--- config.mk ---
export PLATFORM = sky130hd
export DESIGN_NAME = reg_file
export DESIGN_NICKNAME = d
export VERILOG_FILES = /design/src/rtl/regfile_pkg.sv /design/src/rtl/reg_file.sv
export SDC_FILE = /design/constraint.sdc
export NUM_CORES = 1
export LEC_CHECK = 0
export ABC_AREA = 1
export BUFFER_PORTS_ARGS = -buffer_cell sky130_fd_sc_hd__buf_2
export CELL_PAD_IN_SITES_DETAIL_PLACEMENT = 1
export CELL_PAD_IN_SITES_GLOBAL_PLACEMENT = 2
export CORE_ASPECT_RATIO = 0.7
export CORE_UTILIZATION = 34
export DETAILED_ROUTE_END_ITERATION = 10
export PLACE_DENSITY_LB_ADDON = 0.25
export SLEW_MARGIN = 20
export SYNTH_ARGS = -nofsm -noshare
export SYNTH_HDL_FRONTEND = slang
export SYNTH_SLANG_ARGS = --single-unit
--- constraint.sdc ---
create_clock -name Clk -period 0.98 [get_ports Clk]
set_input_delay 0 -clock Clk [delete_from_list [all_inputs] [get_ports Clk]]
set_output_delay 0 -clock Clk [all_outputs]
set_load 0.02 [all_outputs]
--- src/rtl/regfile_pkg.sv ---
// Shared widths and types for the datapath register bank.
package regfile_pkg;

    localparam int unsigned DATA_W   = 16;
    localparam int unsigned ADDR_W   = 4;
    localparam int unsigned NUM_REGS = 2 ** ADDR_W;

    typedef logic [ADDR_W-1:0] reg_addr_t;
    typedef logic [DATA_W-1:0] reg_data_t;

endpackage : regfile_pkg

--- src/rtl/reg_file.sv ---
// 16x16 register bank: two combinational read ports, one unconditional write port.
module reg_file
    import regfile_pkg::*;
(
    input  logic              Clk,
    input  logic              Rst,
    input  logic [ADDR_W-1:0] Re1,
    input  logic [ADDR_W-1:0] Re2,
    input  logic [ADDR_W-1:0] W,
    input  logic [DATA_W-1:0] Da,
    output logic [DATA_W-1:0] D1,
    output logic [DATA_W-1:0] D2
);

    // Storage keeps the name N so entries can be probed as N[i].
    reg_data_t N   [NUM_REGS];
    reg_data_t n_d [NUM_REGS];

    // Next contents: reset clears everything and drops the write; otherwise only N[W] takes Da.
    always_comb begin
        n_d = N;
        if (Rst) begin
            for (int i = 0; i < int'(NUM_REGS); i++) begin
                n_d[i] = '0;
            end
        end else begin
            n_d[W] = Da;
        end
    end

    // State update on the rising edge; reset is synchronous, folded into n_d.
    always_ff @(posedge Clk) begin
        N <= n_d;
    end

    // Read ports are plain muxes with no bypass: a same-address write shows up after the edge.
    always_comb begin
        D1 = N[Re1];
        D2 = N[Re2];
    end

endmodule : reg_file

==> impl_metrics.tcl, run 1 <==
set metrics [dict create \
    status "finished with violations" \
    mappedNetlistArea_um2 14400 \
    insertion_delay_ns 0.57 \
    routed-via-count 16700 \
    drt-total-wl_mm 67.5 \
    crit_arrival_ns 1.56 \
    cts_tree "done" \
    place.detailed.instances 2899 \
    setup.worst_path.start_class "register" \
    number_of_buffers_created_by_cts 29 \
    cts.htree.levels 1 \
    grt_setup_unrepaired "yes" \
    ir_drop_uv 1330 \
    setup_slack_ns -0.583 \
    number_of_buffers_added_on_ports 61 \
    ys.warnings.count 0 \
    worstRegToRegCells 5 \
    grt_max_degree 66 \
    preCtsSetupSlack_ns -0.271 \
    crit_type "reg2out" \
    syn_avg_cell_area_um2 6.37 \
    cts.sinks 256 \
    setup_viol_count_final 32 \
    placeableCoreArea_um2 41400 \
    timing.critical_path.to_type "output pin" \
    finish.cell_count_without_fillers 3031 \
    dr.first_iter.drc_count 1234 \
    hold_path.class "in2reg" \
    initial_core_util 0.348 \
    fin_nets 2494 \
    rows 62 \
    power.static_leakage_nw 9.20 \
    final_min_period_over_clock_period 1.60 \
    power_density_nw_per_um2 1420 \
    antenna_left 0 \
    antenna_found_initial 2 \
    drt-wirelength-per-cell_um 22.3 \
    clk_root_buffer_cell "clkbuf_16" \
    final_period_minus_worst_setup_slack_ns 1.56 \
    top_regs "N: 256 flops" \
    path_clk_slew_ns 0.07 \
    die_y_um 174 \
    max-slew-margin-rel 0.695 \
    mappedNetlistNets 2294 \
    fin_skew_ns 0 \
    hold-path-cell-count 5 \
    critPathRequiredTime_ns 0.98 \
    die-width_um 248 \
    grt_remaining_overflow 0 \
    netlist_instances 2264 \
    timing.critical_path.fanout_max 3 \
    hpwlAfterDp_mm 43.8 \
    syn2layout_area_growth_pct 43.4 \
    drv.max_cap_violation_count 0 \
    fillers 5086 \
    final_util 0.499 \
    final_hold_vios 0 \
    worst_pin_slew_ns 0.458 \
    first_pass_grt_wire_length_mm 101 \
    remaining_drc_errors 0 \
    top_level_ports 62 \
    die_area_um2 43200 \
    number_of_global_route_vias_before_repair 16500 \
    achievable_clock_frequency_ghz 0.640 \
    library_cells_used_by_synthesis 12 \
    max-clock-path-buffers 3 \
    vias_per_cell 5.52 \
    detail_route.first_pass.iterations 5 \
    max_flop_register "N" \
    synth-seq-cells 256 \
    grt_use_total 0.303 \
    globalplace.congestion 0.869 \
    ys_seq_area_frac 0.355 \
    power_mw 29.3 \
    post_route_cells_drive_above_1_share 0.475 \
    final_max_tran_viols 0 \
    failed_checks "setup timing" \
    flip_flop_count_of_the_largest_register_all_copies_and_words_added 256 \
]
area by class of cell:
type                       instances  area, um2  area share
multi-input combinational       1528       8940       0.432
tap                              544        681      0.0329
sequential                       256       5320       0.257
antenna                            3       7.51    0.000363
clock buffer                      36        792      0.0383
clock inverter                    15        210      0.0102
inverter                         270       1040      0.0504
timing repair buffer             379       3680       0.178
metrics by stage:
stage          setup TNS, ns  hold WS, ns  area [um2]
2_1_floorplan              0        0.338       14400
3_3_place_gp          -26.96        0.369       17000
3_5_place_dp          -40.14        0.378       17000
4_1_cts               -17.57       0.0367       19200
5_1_grt               -19.09        0.110       20700
6_report              -17.05       0.0738       20700
repair_timing:
action | in CTS | in global routing
setup buffers | 27 | 35
pin swaps | 141 | 162
setup endpoints to repair | 32 | 40
endpoints found under the hold margin | 256 | 0
hold buffers | 17 | 0
resized for setup | 419 | 424
worst max-delay path: stages, from the launching register on:
cell,delay [ns]
dfxtp_2,0.32
inv_2,0.05
nand2_1,0.09
nand3_2,0.11
nand3_2,0.09
nand3_2,0.08
nand2_2,0.12
buf_6,0.13
power by group:
part / switching [mW] / internal [mW]
clock: 4.90 / 7.01
sequential: 0.160 / 10.8
combinational: 4.00 / 2.45
total: 9.06 / 20.3
routing by layer:
| layer | global-route usage | share of wire | up-vias |
|---|---|---|---|
| li1 | - | - | 7776 |
| met2 | 0.485 | 0.45 | 467 |
| met1 | 0.434 | 0.47 | 8377 |
| met3 | 0.0317 | 0.048 | 106 |
| met5 | 0 | 0 | - |
| met4 | 0.0727 | 0.026 | 0 |
placed cells by master, fill, tap and decap left out, drive strengths merged:
cell,instances
nand2,562
nand3,448
buf,361
inv,270
nor2,262
a211oi,256
dfxtp,256
clkbuf,37
dlygate4sd3,17
clkinv,6
bufinv,5
clkinvlp,4
diode,3
cells in the mapped netlist:
library cell,number,share of area
a211oi_2,15,0.013
nand2_1,562,0.15
dfxtp_1,256,0.36
inv_2,2,0.00052
inv_1,268,0.070
nor2_2,4,0.0017
nor2_1,258,0.067
a211oi_1,241,0.13
nand3_1,448,0.16
buf_1,25,0.0065
buf_2,118,0.041
clkbuf_1,67,0.017
path summary, 6_finish.rpt:
path           from  endpoint  slack (ns)
min            W[1]     N[32]        0.07
max reg2reg  N[163]    N[163]        0.01
min reg2reg  N[217]    N[217]        0.47
max            N[2]     D2[2]       -0.58
kinds of logic (layout without fill, tap and decap cells):
| kind of cell | count (synthesis) | count (layout) | share of synthesized area |
|---|---|---|---|
| AO/OA/AOI/OAI | 256 | 256 | 0.139 |
| buffers and inverters | 480 | 700 | 0.135 |
| flip-flops | 256 | 256 | 0.355 |
| other | 0 | 3 | 0 |
| AND/OR/NAND/NOR | 1272 | 1272 | 0.371 |
Power figures use the tool's default switching activity.
==> inputs of run 2 (changes only) <==
--- a/config.mk
+++ b/config.mk
@@ -12,7 +12,9 @@
 export CORE_ASPECT_RATIO = 0.7
 export CORE_UTILIZATION = 34
 export DETAILED_ROUTE_END_ITERATION = 10
+export GPL_TIMING_DRIVEN = 0
 export PLACE_DENSITY_LB_ADDON = 0.25
+export SKIP_LAST_GASP = 1
 export SLEW_MARGIN = 20
 export SYNTH_ARGS = -nofsm -noshare
 export SYNTH_HDL_FRONTEND = slang
==> impl_metrics.tcl, run 2 (synthesis results as in run 1) <==
set metrics [dict create \
    status "finished with violations" \
    failed_checks "setup timing" \
    r2r_setup_slack_ns 0.07 \
    vias_per_cell 5.93 \
    ir_drop_uv 1280 \
    critical_path.reg2reg.endpoint "N[128]" \
    clk_root_buffer_cell "clkbuf_16" \
    cts.htree.levels 1 \
    flip_flop_count_of_the_largest_register_all_copies_and_words_added 256 \
    fin_skew_ns 0 \
    top_level_ports 62 \
    crit_type "in2out" \
    routed-via-count 17500 \
    remaining_drc_errors 0 \
    fin_nets 2425 \
    drv.max_cap_violation_count 0 \
    setup_slack_ns -0.696 \
    placeableCoreArea_um2 41400 \
    timing.critical_path.fanout_max 10 \
    path_clk_slew_ns 0.07 \
    hpwlAfterDp_mm 66.4 \
    final_period_minus_worst_setup_slack_ns 1.68 \
    final_util 0.473 \
    max_flop_register "N" \
    cts_tree "done" \
    mostFrequentLayoutCell "nand2_1" \
    number_of_buffers_added_on_ports 40 \
    first_pass_grt_wire_length_mm 124 \
    syn2layout_area_growth_pct 35.9 \
    worstRegToRegCells 4 \
    insertion_delay_ns 0.58 \
    drt-total-wl_mm 90.9 \
    detail_route.first_pass.iterations 6 \
    final_hold_vios 0 \
    number_of_global_route_vias_before_repair 16500 \
    antenna_found_initial 1 \
    antenna_left 0 \
    hold_path.class "in2reg" \
    top_regs "N: 256 flops" \
    die_y_um 174 \
    grt_remaining_overflow 0 \
    fin_hold_ws_ns 0.0266 \
    max-clock-path-buffers 3 \
    achievable_clock_frequency_ghz 0.597 \
    setup_viol_count_final 37 \
    power.static_leakage_nw 8.48 \
    initial_core_util 0.348 \
    grt_setup_unrepaired "yes" \
    grt_max_degree 15 \
    rows 62 \
    hold-path-cell-count 3 \
    worst_pin_slew_ns 1.14 \
    globalplace.congestion 1.06 \
    commonest_non_fill_non_tap_cells_in_the_layout "470 x nand2_1, 256 x nor2_1, 240 x a211oi_1" \
    power_density_nw_per_um2 1490 \
    final_max_tran_viols 0 \
    drt-wirelength-per-cell_um 30.7 \
    timing.critical_path.to_type "output pin" \
    grt_use_total 0.408 \
    preCtsSetupSlack_ns -1.14 \
    worst_hold_startpoint "Da[0]" \
    power_mw 29.3 \
    dr.first_iter.drc_count 2089 \
    post_route_cells_drive_above_1_share 0.419 \
    setup.worst_path.start_class "primary input" \
    number_of_buffers_created_by_cts 27 \
    max-slew-margin-rel 0.242 \
    cts.sinks 256 \
    die-width_um 248 \
    crit_arrival_ns 1.68 \
    hold_path_end "N[64]" \
    final_min_period_over_clock_period 1.71 \
    die_area_um2 43200 \
    critPathRequiredTime_ns 0.98 \
    reg2reg_from "N[128]" \
]
## run 2: metrics by stage
step / TNS, ns / cell area, um2 / cells
2_1_floorplan: 0 / 14400 / 2264
4_1_cts: -20.48 / 18200 / 2928
3_3_place_gp: -192.06 / 15300 / 2848
3_5_place_dp: -201.26 / 15300 / 2848
5_1_grt: -21.29 / 19600 / 2959
6_report: -20.71 / 19600 / 2960
## run 2: worst max-delay path by stage
stage	end	slack, ns	cells after the start	from
finish	D2[2]	-0.70	8	Re2[1]
global route	D1[4]	-0.70	7	N[132]
CTS	D2[0]	-0.67	7	N[224]
detailed placement	D2[7]	-1.14	8	Re2[1]
global placement	D2[7]	-1.16	8	Re2[1]
floorplan	D1[5]	0.14	6	Re1[2]
## run 2: power by group
| group | switching, mW | internal [mW] | leakage (nW) |
|---|---|---|---|
| Sequential | 0.172 | 10.8 | 2.12 |
| Combinational | 5.04 | 2.04 | 5.91 |
| Clock | 4.78 | 6.44 | 0.448 |
| Total | 9.98 | 19.3 | 8.48 |
## run 2: cell type report
class / count / area (um2)
Antenna cell: 1 / 2.50
Buffer: 210 / 1030
Clock buffer: 35 / 746
Clock inverter: 14 / 188
Fill cell: 5169 / 21800
Inverter: 270 / 1090
Multi-Input combinational cell: 1528 / 9690
Sequential cell: 256 / 5230
Tap cell: 544 / 681
Timing Repair Buffer: 102 / 938
## run 2: timing repair
item / in CTS / in global routing
cloned: 0 / 0
pin swaps: 146 / 171
hold buffers: 20 / 10
resized for setup: 617 / 343
setup buffers: 11 / 21
hold endpoints to repair: 41 / 14
setup endpoints to repair: 215 / 124
## run 2: metal layers
metal / global-route usage / wire, um / vias up / share of wire
li1: - / - / 7623 / -
met1: 0.614 / 40500 / 8724 / 0.45
met2: 0.570 / 36600 / 1048 / 0.40
met3: 0.0916 / 10800 / 152 / 0.12
met4: 0.120 / 3000 / 2 / 0.033
met5: 0 / 37 / - / 0.00041
## run 2: critical path, cell delays in order
cell and delay [ns]:
buf_2 0.12, inv_2 0.18, clkdlybuf4s15_2 0.63, nand3_1 0.21, nand3_2 0.16, nand3_1 0.09
nand2_1 0.11, buf_4 0.14
==> inputs of run 3 (changes only) <==
--- a/config.mk
+++ b/config.mk
@@ -10,7 +10,7 @@
 export CELL_PAD_IN_SITES_DETAIL_PLACEMENT = 1
 export CELL_PAD_IN_SITES_GLOBAL_PLACEMENT = 2
 export CORE_ASPECT_RATIO = 0.7
-export CORE_UTILIZATION = 34
+export CORE_UTILIZATION = 37
 export DETAILED_ROUTE_END_ITERATION = 10
 export GPL_TIMING_DRIVEN = 0
 export PLACE_DENSITY_LB_ADDON = 0.25
==> constraint.sdc (replaced) <==
create_clock -name Clk -period 1.95 [get_ports Clk]
set_input_delay 0 -clock Clk [delete_from_list [all_inputs] [get_ports Clk]]
set_output_delay 0 -clock Clk [all_outputs]
set_load 0.02 [all_outputs]
==> impl_metrics.tcl, run 3 (synthesis results as in run 1) <==
set metrics [dict create \
    status "finished with violations" \
    failed_checks "setup timing" \
    critical_path.max_stage_delay_ns 0.30 \
    vias_per_cell 5.89 \
    seq_pwr_share 0.383 \
    timing.critical_path.slowest_stage_cell "dfxtp_1" \
    insertion_delay_ns 0.56 \
    clk_root_buffer_cell "clkbuf_16" \
    die_area_um2 39800 \
    final_max_tran_viols 0 \
    remaining_drc_errors 0 \
    crit_type "reg2out" \
    hpwlAfterDp_mm 66.8 \
    top_regs "N: 256 flops" \
    fin_nets 2383 \
    die_y_um 167 \
    wl_met3_mm 12.0 \
    grt_remaining_overflow 0 \
    globalplace.congestion 1.11 \
    cts.sinks 256 \
    number_of_global_route_vias_before_repair 16200 \
    power.clock.fraction 0.420 \
    timing.critical_path.to_type "output pin" \
    max-slew-margin-rel 0.210 \
    path_clk_slew_ns 0.06 \
    detail_route.first_pass.iterations 5 \
    cts.htree.levels 1 \
    placeableCoreArea_um2 38400 \
    max-clock-path-buffers 3 \
    dr.first_iter.drc_count 2118 \
    routed-via-count 17100 \
    grt_setup_unrepaired "yes" \
    critical-path-top-delay-family "simple AND/OR/NAND/NOR gates" \
    flip_flop_count_of_the_largest_register_all_copies_and_words_added 256 \
    critical_path_buf_inv_count 2 \
    final_period_minus_worst_setup_slack_ns 1.95 \
    setup.worst_path.start_class "register" \
    top_level_ports 62 \
    max_flop_register "N" \
    drt-met1-wl_mm 39.2 \
    fin_hold_ws_ns 0.0530 \
    critPathRequiredTime_ns 1.95 \
    number_of_buffers_added_on_ports 40 \
    worst_pin_slew_ns 1.19 \
    setup_slack_ns -0.0000373 \
    drt-total-wl_mm 87.1 \
    final_min_period_over_clock_period 1.00 \
    grt_max_degree 15 \
    hold_path.class "in2reg" \
    syn2layout_area_growth_pct 14.9 \
    fillers 5137 \
    cts_tree "done" \
    final_hold_vios 0 \
    critical-path-top-cell-by-count "nand3_1" \
    netSwitchingPower_mw 4.62 \
    timing.critical_path.fanout_max 3 \
    gate_power_share 0.196 \
    fin_skew_ns 0 \
    grt_use_total 0.433 \
    post_route_cells_drive_above_1_share 0.109 \
    internal-power_mw 9.64 \
    route.top_layer_used "met5" \
    power.static_leakage_nw 7.47 \
    rows 60 \
    number_of_buffers_created_by_cts 28 \
    drv.max_cap_violation_count 0 \
    mostFrequentLayoutCell "nand2_1" \
    drt-wirelength-per-cell_um 30.0 \
    initial_core_util 0.375 \
    die-width_um 238 \
    antenna_left 0 \
    preCtsSetupSlack_ns -0.0254 \
    crit_arrival_ns 1.95 \
    swShare 0.324 \
    crit_path_cell_trace "inv_1 -> nand2_1 -> nand3_1 -> nand3_1 -> nand3_1 -> nand2_1 -> buf_2" \
    ir_drop_uv 795 \
    met2RoutedLength_mm 32.2 \
    first_pass_grt_wire_length_mm 121 \
    setup_viol_count_final 1 \
    power_density_nw_per_um2 861 \
    antenna_found_initial 2 \
    commonest_non_fill_non_tap_cells_in_the_layout "562 x nand2_1, 440 x nand3_1, 265 x inv_1" \
    achievable_clock_frequency_ghz 0.513 \
]
==> run 3: cell types whose count changed in the layout (fill, tap and decap cells not counted), sizes merged <==
cell           delta
clkbuf            -2
dlymetal6s4s      -2
clkinvlp          -1
inv               +1
dlygate4sd3      -10
buf              -25
clkdlybuf4s15     -1
==> run 3: path summary, 6_finish.rpt <==
kind | cells after the start | end | slack [ns] | start
max | 7 | D1[6] | -0.00004 | N[6]
min | 6 | N[127] | 0.05 | W[3]
max reg2reg | 2 | N[137] | 1.09 | N[137]
min reg2reg | 2 | N[148] | 0.50 | N[148]
==> run 3: routing by layer <==
metal	global-route usage	up-vias
met5	0	-
met4	0.169	2
met3	0.162	152
met2	0.559	1010
met1	0.633	8418
li1	-	7526
==> run 3: metrics by stage <==
| stage | util | std cells | instance area, um2 | setup TNS [ns] | power (mW) |
|---|---|---|---|---|---|
| after floorplan | - | 2264 | 14400 | 0 | 7.04 |
| after global placement | 0.397 | 2831 | 15300 | -0.814 | 8.12 |
| after detailed placement | 0.398 | 2832 | 15300 | -0.0921 | 8.18 |
| after CTS | 0.430 | 2902 | 16500 | 0 | 14.1 |
| after global routing | 0.431 | 2902 | 16600 | -0.0298 | 14.6 |
| final | 0.431 | 2903 | 16600 | -0.0000373 | 14.3 |
==> run 3: cell type report <==
type | count | area [um2] | area share
Antenna cell | 1 | 2.50 | 0.000151
Multi-Input combinational cell | 1528 | 7380 | 0.446
Clock inverter | 14 | 189 | 0.0114
Buffer | 210 | 962 | 0.0581
Tap cell | 527 | 659 | 0.0398
Sequential cell | 256 | 5120 | 0.309
Clock buffer | 38 | 840 | 0.0507
Timing Repair Buffer | 59 | 392 | 0.0236
Inverter | 270 | 1010 | 0.0612
==> run 3: tightest hold or removal path, delay by kind of cell <==
kind,cells,cell delay (ns)
simple gates,3,0.27
buf+inv,2,0.20
compound gates,1,0.13
==> run 3: timing repair <==
action	CTS	global route
hold endpoints to repair	85	0
endpoints found under the setup margin	6	10
buffers inserted	0	0
hold buffers	18	0
gates resized for setup	4	11
==> run 3: power groups by stage <==
stage	Combinational [mW]	Clock, mW	Sequential, mW
after global placement	2.54	0	5.57
after detailed placement	2.60	0	5.58
after CTS	2.65	5.99	5.47
after floorplan	1.48	0	5.57
after global routing	2.88	6.22	5.48
final	2.80	5.99	5.47
